===== config.mk =====
export PLATFORM = sky130hd
export DESIGN_NAME = event_count_ctrl
export DESIGN_NICKNAME = d
export VERILOG_FILES = /design/src/rtl/event_count_pkg.sv /design/src/rtl/ecc_counter.sv /design/src/rtl/event_count_ctrl.sv
export SDC_FILE = /design/constraint.sdc
export NUM_CORES = 1
export LEC_CHECK = 0
export CAP_MARGIN = 40
export CORE_AREA = 2 2 39 41
export CTS_BUF_LIST = sky130_fd_sc_hd__clkbuf_16
export CTS_CLUSTER_SIZE = 8
export DETAILED_ROUTE_END_ITERATION = 10
export DIE_AREA = 0 0 41 43
export DONT_BUFFER_PORTS = 1
export GPL_TIMING_DRIVEN = 0
export HOLD_SLACK_MARGIN = 0.06
export PLACE_DENSITY = 0.66
export SLEW_MARGIN = 20
export SYNTH_ARGS = -nofsm -noshare
export SYNTH_HDL_FRONTEND = slang
export SYNTH_SLANG_ARGS = --single-unit

===== constraint.sdc =====
create_clock -name clk -period 2.3 [get_ports clk]
set_input_delay 0.46 -clock clk [delete_from_list [all_inputs] [get_ports clk]]
set_output_delay 0.46 -clock clk [all_outputs]
set_load 0.01 [all_outputs]

===== src/rtl/event_count_pkg.sv =====
// Shared state encoding and mode constants for the event count controller.
package event_count_pkg;

  localparam int S_IDLE = 0;
  localparam int S_RUN  = 1;
  localparam int S_DONE = 2;

  typedef enum logic [2:0] {
    ST_IDLE = 3'b001 << S_IDLE,
    ST_RUN  = 3'b001 << S_RUN,
    ST_DONE = 3'b001 << S_DONE
  } state_t;

  localparam logic MODE_ONESHOT = 1'b0;
  localparam logic MODE_RELOAD  = 1'b1;

endpackage


===== src/rtl/ecc_counter.sv =====
// WIDTH-bit up-counter with synchronous clear (dominant) and count enable.
module ecc_counter #(
  parameter int WIDTH = 4
) (
  input  logic             clk,
  input  logic             rst_n,
  input  logic             clr,
  input  logic             en,
  output logic [WIDTH-1:0] count
);

  logic [WIDTH-1:0] count_reg;

  always_ff @(posedge clk or negedge rst_n) begin
    if (!rst_n) begin
      count_reg <= '0;
    end else if (clr) begin
      count_reg <= '0;
    end else if (en) begin
      count_reg <= count_reg + WIDTH'(1);
    end
  end

  assign count = count_reg;

endmodule


===== src/rtl/event_count_ctrl.sv =====
// Start/count/terminate controller: one-hot FSM gating an event counter that
// terminates (or reloads) when the limit latched at start is reached.
module event_count_ctrl
  import event_count_pkg::*;
#(
  parameter int WIDTH     = 4,
  parameter bit RELOAD_EN = 1'b0
) (
  input  logic             clk,
  input  logic             rst_n,
  input  logic             start,
  input  logic             abort,
  input  logic             x,
  input  logic             reload,
  input  logic [WIDTH-1:0] limit,
  output logic [WIDTH-1:0] count,
  output logic             busy,
  output logic             done,
  output logic             hit
);

  state_t           state_reg, state_next;
  logic [WIDTH-1:0] lim_reg;
  logic             mode_reg;
  logic             hit_reg, hit_next;
  logic             latch_en;
  logic             cnt_clr, cnt_en;
  logic [WIDTH-1:0] cnt_value;
  logic             last_event;

  ecc_counter #(
    .WIDTH (WIDTH)
  ) u_counter (
    .clk   (clk),
    .rst_n (rst_n),
    .clr   (cnt_clr),
    .en    (cnt_en),
    .count (cnt_value)
  );

  // Terminal event: the next qualified event lands the count on the limit.
  assign last_event = (cnt_value == lim_reg - WIDTH'(1));

  always_comb begin
    state_next = state_reg;
    hit_next   = 1'b0;
    latch_en   = 1'b0;
    cnt_clr    = 1'b0;
    cnt_en     = 1'b0;

    if (abort) begin
      state_next = ST_IDLE;
    end else if (start) begin
      state_next = ST_RUN;
      latch_en   = 1'b1;
      cnt_clr    = 1'b1;
    end else begin
      unique case (state_reg)
        ST_RUN: begin
          if (lim_reg == '0) begin
            // Zero limit terminates on the first edge without waiting for x.
            hit_next = 1'b1;
            if (mode_reg == MODE_ONESHOT) begin
              state_next = ST_DONE;
            end
          end else if (x) begin
            if (last_event) begin
              hit_next = 1'b1;
              if (mode_reg == MODE_RELOAD) begin
                cnt_clr = 1'b1;
              end else begin
                cnt_en     = 1'b1;
                state_next = ST_DONE;
              end
            end else begin
              cnt_en = 1'b1;
            end
          end
        end
        ST_IDLE, ST_DONE: begin
          state_next = state_reg;
        end
        default: begin
          state_next = ST_IDLE;
        end
      endcase
    end
  end

  always_ff @(posedge clk or negedge rst_n) begin
    if (!rst_n) begin
      state_reg <= ST_IDLE;
      lim_reg   <= '0;
      mode_reg  <= MODE_ONESHOT;
      hit_reg   <= 1'b0;
    end else begin
      state_reg <= state_next;
      hit_reg   <= hit_next;
      if (latch_en) begin
        lim_reg  <= limit;
        mode_reg <= RELOAD_EN ? reload : MODE_ONESHOT;
      end
    end
  end

  assign count = cnt_value;
  assign busy  = state_reg[S_RUN];
  assign done  = state_reg[S_DONE];
  assign hit   = hit_reg;

endmodule


=== Word-level counts from Yosys, hierarchy flattened ===
Index checks and enable logic that the tools add are counted.

* Muxes and demuxes: 21
* Equal/unequal tests: 7
* Reduce and logical (&&, ||, !) cells: 4
* Add/subtract/negate cells: 2

{| class="wikitable"
|+ Operators by type and width
! kind !! number
|-
| 3-bit two-way mux || 5
|-
| 1-bit two-way mux || 13
|-
| 5-bit inequality test (second input constant) || 2
|-
| 4-bit two-way mux || 2
|-
| 3-bit case mux with 2 select lines || 1
|-
| 4-bit by 1-bit adder with 4-bit output (second input constant) || 1
|-
| 4-bit equality test || 1
|-
| 4-bit zero test || 1
|-
| 4-bit by 1-bit subtractor with 4-bit output (second input constant) || 1
|-
| 3-bit by 1-bit equality test with 1-bit output (second input constant) || 1
|-
| 3-bit by 2-bit equality test with 1-bit output (second input constant) || 1
|-
| 3-bit equality test (second input constant) || 1
|-
| 3-bit inequality test (second input constant) || 1
|-
| 3-bit AND reduction || 1
|-
| 2-bit nonzero test || 1
|-
| 2-bit OR reduction || 1
|}

* Input bits: 10
* Flip-flop bits (word level): 12
* Logic and storage cells: 38

=== Logic depth before layout (Yosys ltp) ===
* Word-level depth: 8
* Mapped depth: 7

=== Modules after synthesis ===
From an unflattened synthesis, not the netlist that was laid out.

* Cell total of the unflattened synthesis: 58
* Area total of the unflattened synthesis: 626.9 µm²

{| class="wikitable"
|+ By module, submodules not included
! module !! area an instance (µm²) !! times used !! cells an instance
|-
| event_count_ctrl || 434.2 || 1 || 42
|-
| ecc_counter || 192.7 || 1 || 16
|}

=== Worst setup path before layout ===
OpenSTA, ideal clock, no wires.

* Path type: input-to-reg
* From: input start
* To: register u_counter.count_reg[3] (netlist: u_counter.count[3])
* Data arrival time: 1887 ps
* Path buffers: 1
* Stages on the path: 5
* Setup slack: 336 ps
* Path through: or3_4 -> or4b_1 -> clkbuf_2 -> or3_1 -> a21oi_1

* Word-level cells in the longest chain between the ends: 3
* Elaborated cells between the ends (all ways): 6

{| class="wikitable"
|+ RTL lines
! item !! RTL line !! source
|-
| start, declared || event_count_ctrl.sv:11 || <nowiki>input logic start,</nowiki>
|-
| 1-bit two-way mux || -- ||
|-
| 1-bit two-way mux || event_count_ctrl.sv:51 || <nowiki>if (abort) begin</nowiki>
|-
| 4-bit two-way mux or 2-bit nonzero test (tied branches) || -- ||
|-
| end signal, assigned || ecc_counter.sv:20 || <nowiki>count_reg <= count_reg + WIDTH'(1);</nowiki>
|-
| end, declared || ecc_counter.sv:12 || <nowiki>logic [WIDTH-1:0] count_reg;</nowiki>
|}

Parallel ways exist; a longest one is shown, timed or not.
A chain may end at the register's enable or synchronous reset.

=== Worst setup path after layout ===
* From: register lim_reg[0]
* To: register u_counter.count_reg[3] (netlist: u_counter.count[3])

* Word-level cells in the longest chain between the ends: 6

{| class="wikitable"
|+ RTL lines
! item !! RTL line !! source
|-
| start, declared || event_count_ctrl.sv:23 || <nowiki>logic [WIDTH-1:0] lim_reg;</nowiki>
|-
| start signal, assigned || event_count_ctrl.sv:100 || <nowiki>lim_reg <= limit;</nowiki>
|-
| 4-bit zero test || event_count_ctrl.sv:60 || <nowiki>if (lim_reg == '0) begin</nowiki>
|-
| 1-bit two-way mux || event_count_ctrl.sv:60 ||
|-
| 1-bit two-way mux || event_count_ctrl.sv:58 || <nowiki>unique case (state_reg)</nowiki>
|-
| 1-bit two-way mux || event_count_ctrl.sv:53 || <nowiki>end else if (start) begin</nowiki>
|-
| 1-bit two-way mux || event_count_ctrl.sv:51 ||
|-
| 2-bit nonzero test (no line) || -- ||
|}

Every way passes these cells.

==> results.py <==
metrics = {
    "status": {
        "status": "complete, no violations",
    },
    "grt": {
        "grt_overflow_total": 0,
        "grt_pass1_vias": 462,
        "grt_pass1_wl_mm": 1.925,
        "grt_max_degree": 12,
        "grt_usage_pct": 17.14,
        "antenna_found_initial": 0,
    },
    "sta": {
        "rsz0062_at_grt": "no",
        "tns_ps": 0,
        "fin_ws_ps": 278.2,
        "hold_slack_ps": 279.5,
        "drv_slew": 0,
        "timing.fmax_ghz": 0.4946,
        "slew_headroom_pct": 65.79,
        "clock_skew_ps": 3.486,
        "tightest_slew_ps": 511.5,
        "min_period_ps": 2022,
        "setup_viol": 0,
        "fin_crit_sh_pct": 87.91,
        "hold_viol_final": 0,
    },
    "synthesis": {
        "synth_fa_ha_area_share_pct": 5.906,
        "netlist.area_leader.share_pct": 43.31,
        "ys_ff_latch": 12,
        "synth_area_leaders": "dfrtp_1 (43%), xor2_1 (6.9%), ha_1 (5.9%), nand2_1 (4.7%), dfstp_2 (4.1%)",
        "synth.mux.area_fraction_pct": 1.575,
        "syn_area_sq_um": 635.6,
        "synth-simple-area-share_pct": 21.85,
        "synth_warnings": 0,
        "synth-xor-area-share_pct": 9.646,
        "synth-seq-area-share_pct": 47.44,
        "synthCells": 64,
        "synth.net_count": 77,
        "synth_compound_area_share_pct": 10.24,
        "synth.distinct_cells": 29,
        "synth_top_area_cell": "dfrtp_1",
        "synth_top_family_by_area": "simple AND/OR/NAND/NOR gates",
        "avgSynthCellArea_sq_um": 9.931,
    },
    "critical_path": {
        "cp-start-kind": "flop",
        "end_kind": "flop",
        "worst_ep_required_time_ps": 2460,
        "path_class": "reg -> reg",
        "crit_fanout": 6,
        "critPathArrivalTime_ps": 2180,
    },
    "die": {
        "start_util_pct": 45.93,
        "die_w_um": 41,
        "core_area_sq_mm": 0.001384,
        "die-area_sq_mm": 0.001763,
        "row_count": 14,
        "pin_count": 17,
        "die_y_um": 43,
    },
    "layout": {
        "antenna_cells": 0,
        "area_growth_syn_to_layout_pct": 18.70,
        "register_area_sq_um": 301.5,
        "nNetsFinal": 84,
        "n_fill_cell": 130,
        "multi_input_area_sq_um": 312.8,
        "drive_above_1_share_pct": 12.86,
    },
    "cts": {
        "insertion_delay_ps": 240,
        "cts_buffers": 3,
        "path_clk_slew_ps": 40,
        "cts_tree": "built",
        "h-tree-depth": 1,
        "cts_sinks": 12,
        "root_buffer": "clkbuf_16",
        "cts_buffer_depth": 2,
        "cts-resized-gates": 0,
    },
    "power_and_ir_drop": {
        "ir_drop_uv": 511.0,
        "p_leak_nw": 0.3580,
        "power_density_mw_per_mm2": 820.1,
        "total_power_w": 0.0006188,
    },
    "detailed_routing": {
        "dr.pass1.iters": 2,
        "vias": 461,
        "drtIter0Drc": 6,
        "ant_nets": 0,
        "routedWlPerCell_um": 13.22,
        "drc": 0,
        "drt-vias-per-instance": 5.360,
        "wl_mm": 1.137,
    },
    "hold_path": {
        "hold_path.class": "in -> reg",
    },
    "placement": {
        "numPortBuffers": 0,
        "place_ws_ps": 285.4,
        "place_hpwl_um": 835.1,
        "gp_congestion": 0.7541,
    },
    "run": {
        "cap_violations": 0,
    },
}
## timing repair
item,in CTS,in global routing
hold buffers,2,0
buffers inserted,0,0
setup endpoints to repair,0,0
hold endpoints to repair,11,0
## layout by cell type (no fill, tap or decap), types with 3 or more instances in the layout
master,instances
clkbuf_16,3
dfrtp_1,11
ha_1,3
inv_1,3
nand2_1,8
nand2b_1,3
nor2_1,3
o21ai_0,4
xor2_1,5
## cell type report
cell class              count  area share [%]
multi-input cells          47           41.46
flip-flops and latches     12           39.97
clock buffers               3           9.950
repair buffers              2           2.653
well taps                  16           2.653
inverters                   3           1.493
plain buffers               2           1.327
clock inverters             1          0.4975
## where the power goes
part	total [W]	switching, W	internal (W)	leakage [nW]
sequential	0.000236	0.0000115	0.000225	0.156
clock	0.000315	0.0000865	0.000228	0.0385
combinational	0.0000676	0.0000357	0.0000318	0.163
## Yosys cell counts
cell      instances
o21bai_1          1
and3_1            2
nor3_1            1
or3_4             1
o31ai_1           1
or3_1             1
xnor2_1           2
o22ai_1           1
dfrtp_1          11
xor2_1            5
nand3_1           1
nor3b_1           1
nand2_1           8
a31oi_1           1
nand2b_1          3
mux2i_1           1
or4_2             1
buf_2             1
dfstp_2           1
clkbuf_2          1
o211ai_1          1
nor2_1            3
a21oi_1           2
or2_2             1
inv_1             3
or4b_1            1
nor2b_1           1
ha_1              3
o21ai_0           4
## cells by family after synthesis
group                      after synthesis
buffers and inverters                    5
xor gates and xnor gates                 7
DFF                                     12
muxes                                    1
adders and majority gates                3
AOI/OAI and AO/OA                       11
and+or+nand+nor                         25
## per-stage QoR
stage                     area, sq um  instances  util, %
after floorplan                 635.6         64        -
after global placement          655.6         80    47.38
after detailed placement        655.6         80    47.38
after CTS                       754.5         86    54.52
after global routing            754.5         86    54.52
final                           754.5         86    54.52
## routing by layer
metal,vias up,routed length (um),GRT usage (%)
met3,4,55,6.283
met4,0,36,12.00
li1,230,-,-
met1,216,460,17.94
met2,11,585,26.56
met5,-,0,0
## worst paths after layout
path / cells after the start / from / endpoint / slack [ps]
setup reg to reg: 7 / lim_reg[0] / u_counter.count[3] / 280
setup / recovery: 7 / lim_reg[0] / u_counter.count[3] / 280
hold / removal: 1 / start / state_reg[0] / 280
hold reg to reg: 2 / lim_reg[3] / lim_reg[3] / 530
min in group asynchronous: 1 / rst_n / state_reg[2] / 630
max in group asynchronous: 1 / rst_n / lim_reg[0] / 1320
## critical path: stages (launching register included)
cell and delay, ps:
dfrtp_1 370, inv_1 90, ha_1 190, nor3b_1 150
or4b_1 490, clkbuf_2 170, or3_1 350, a21oi_1 140
Power figures use the tool's default switching activity.
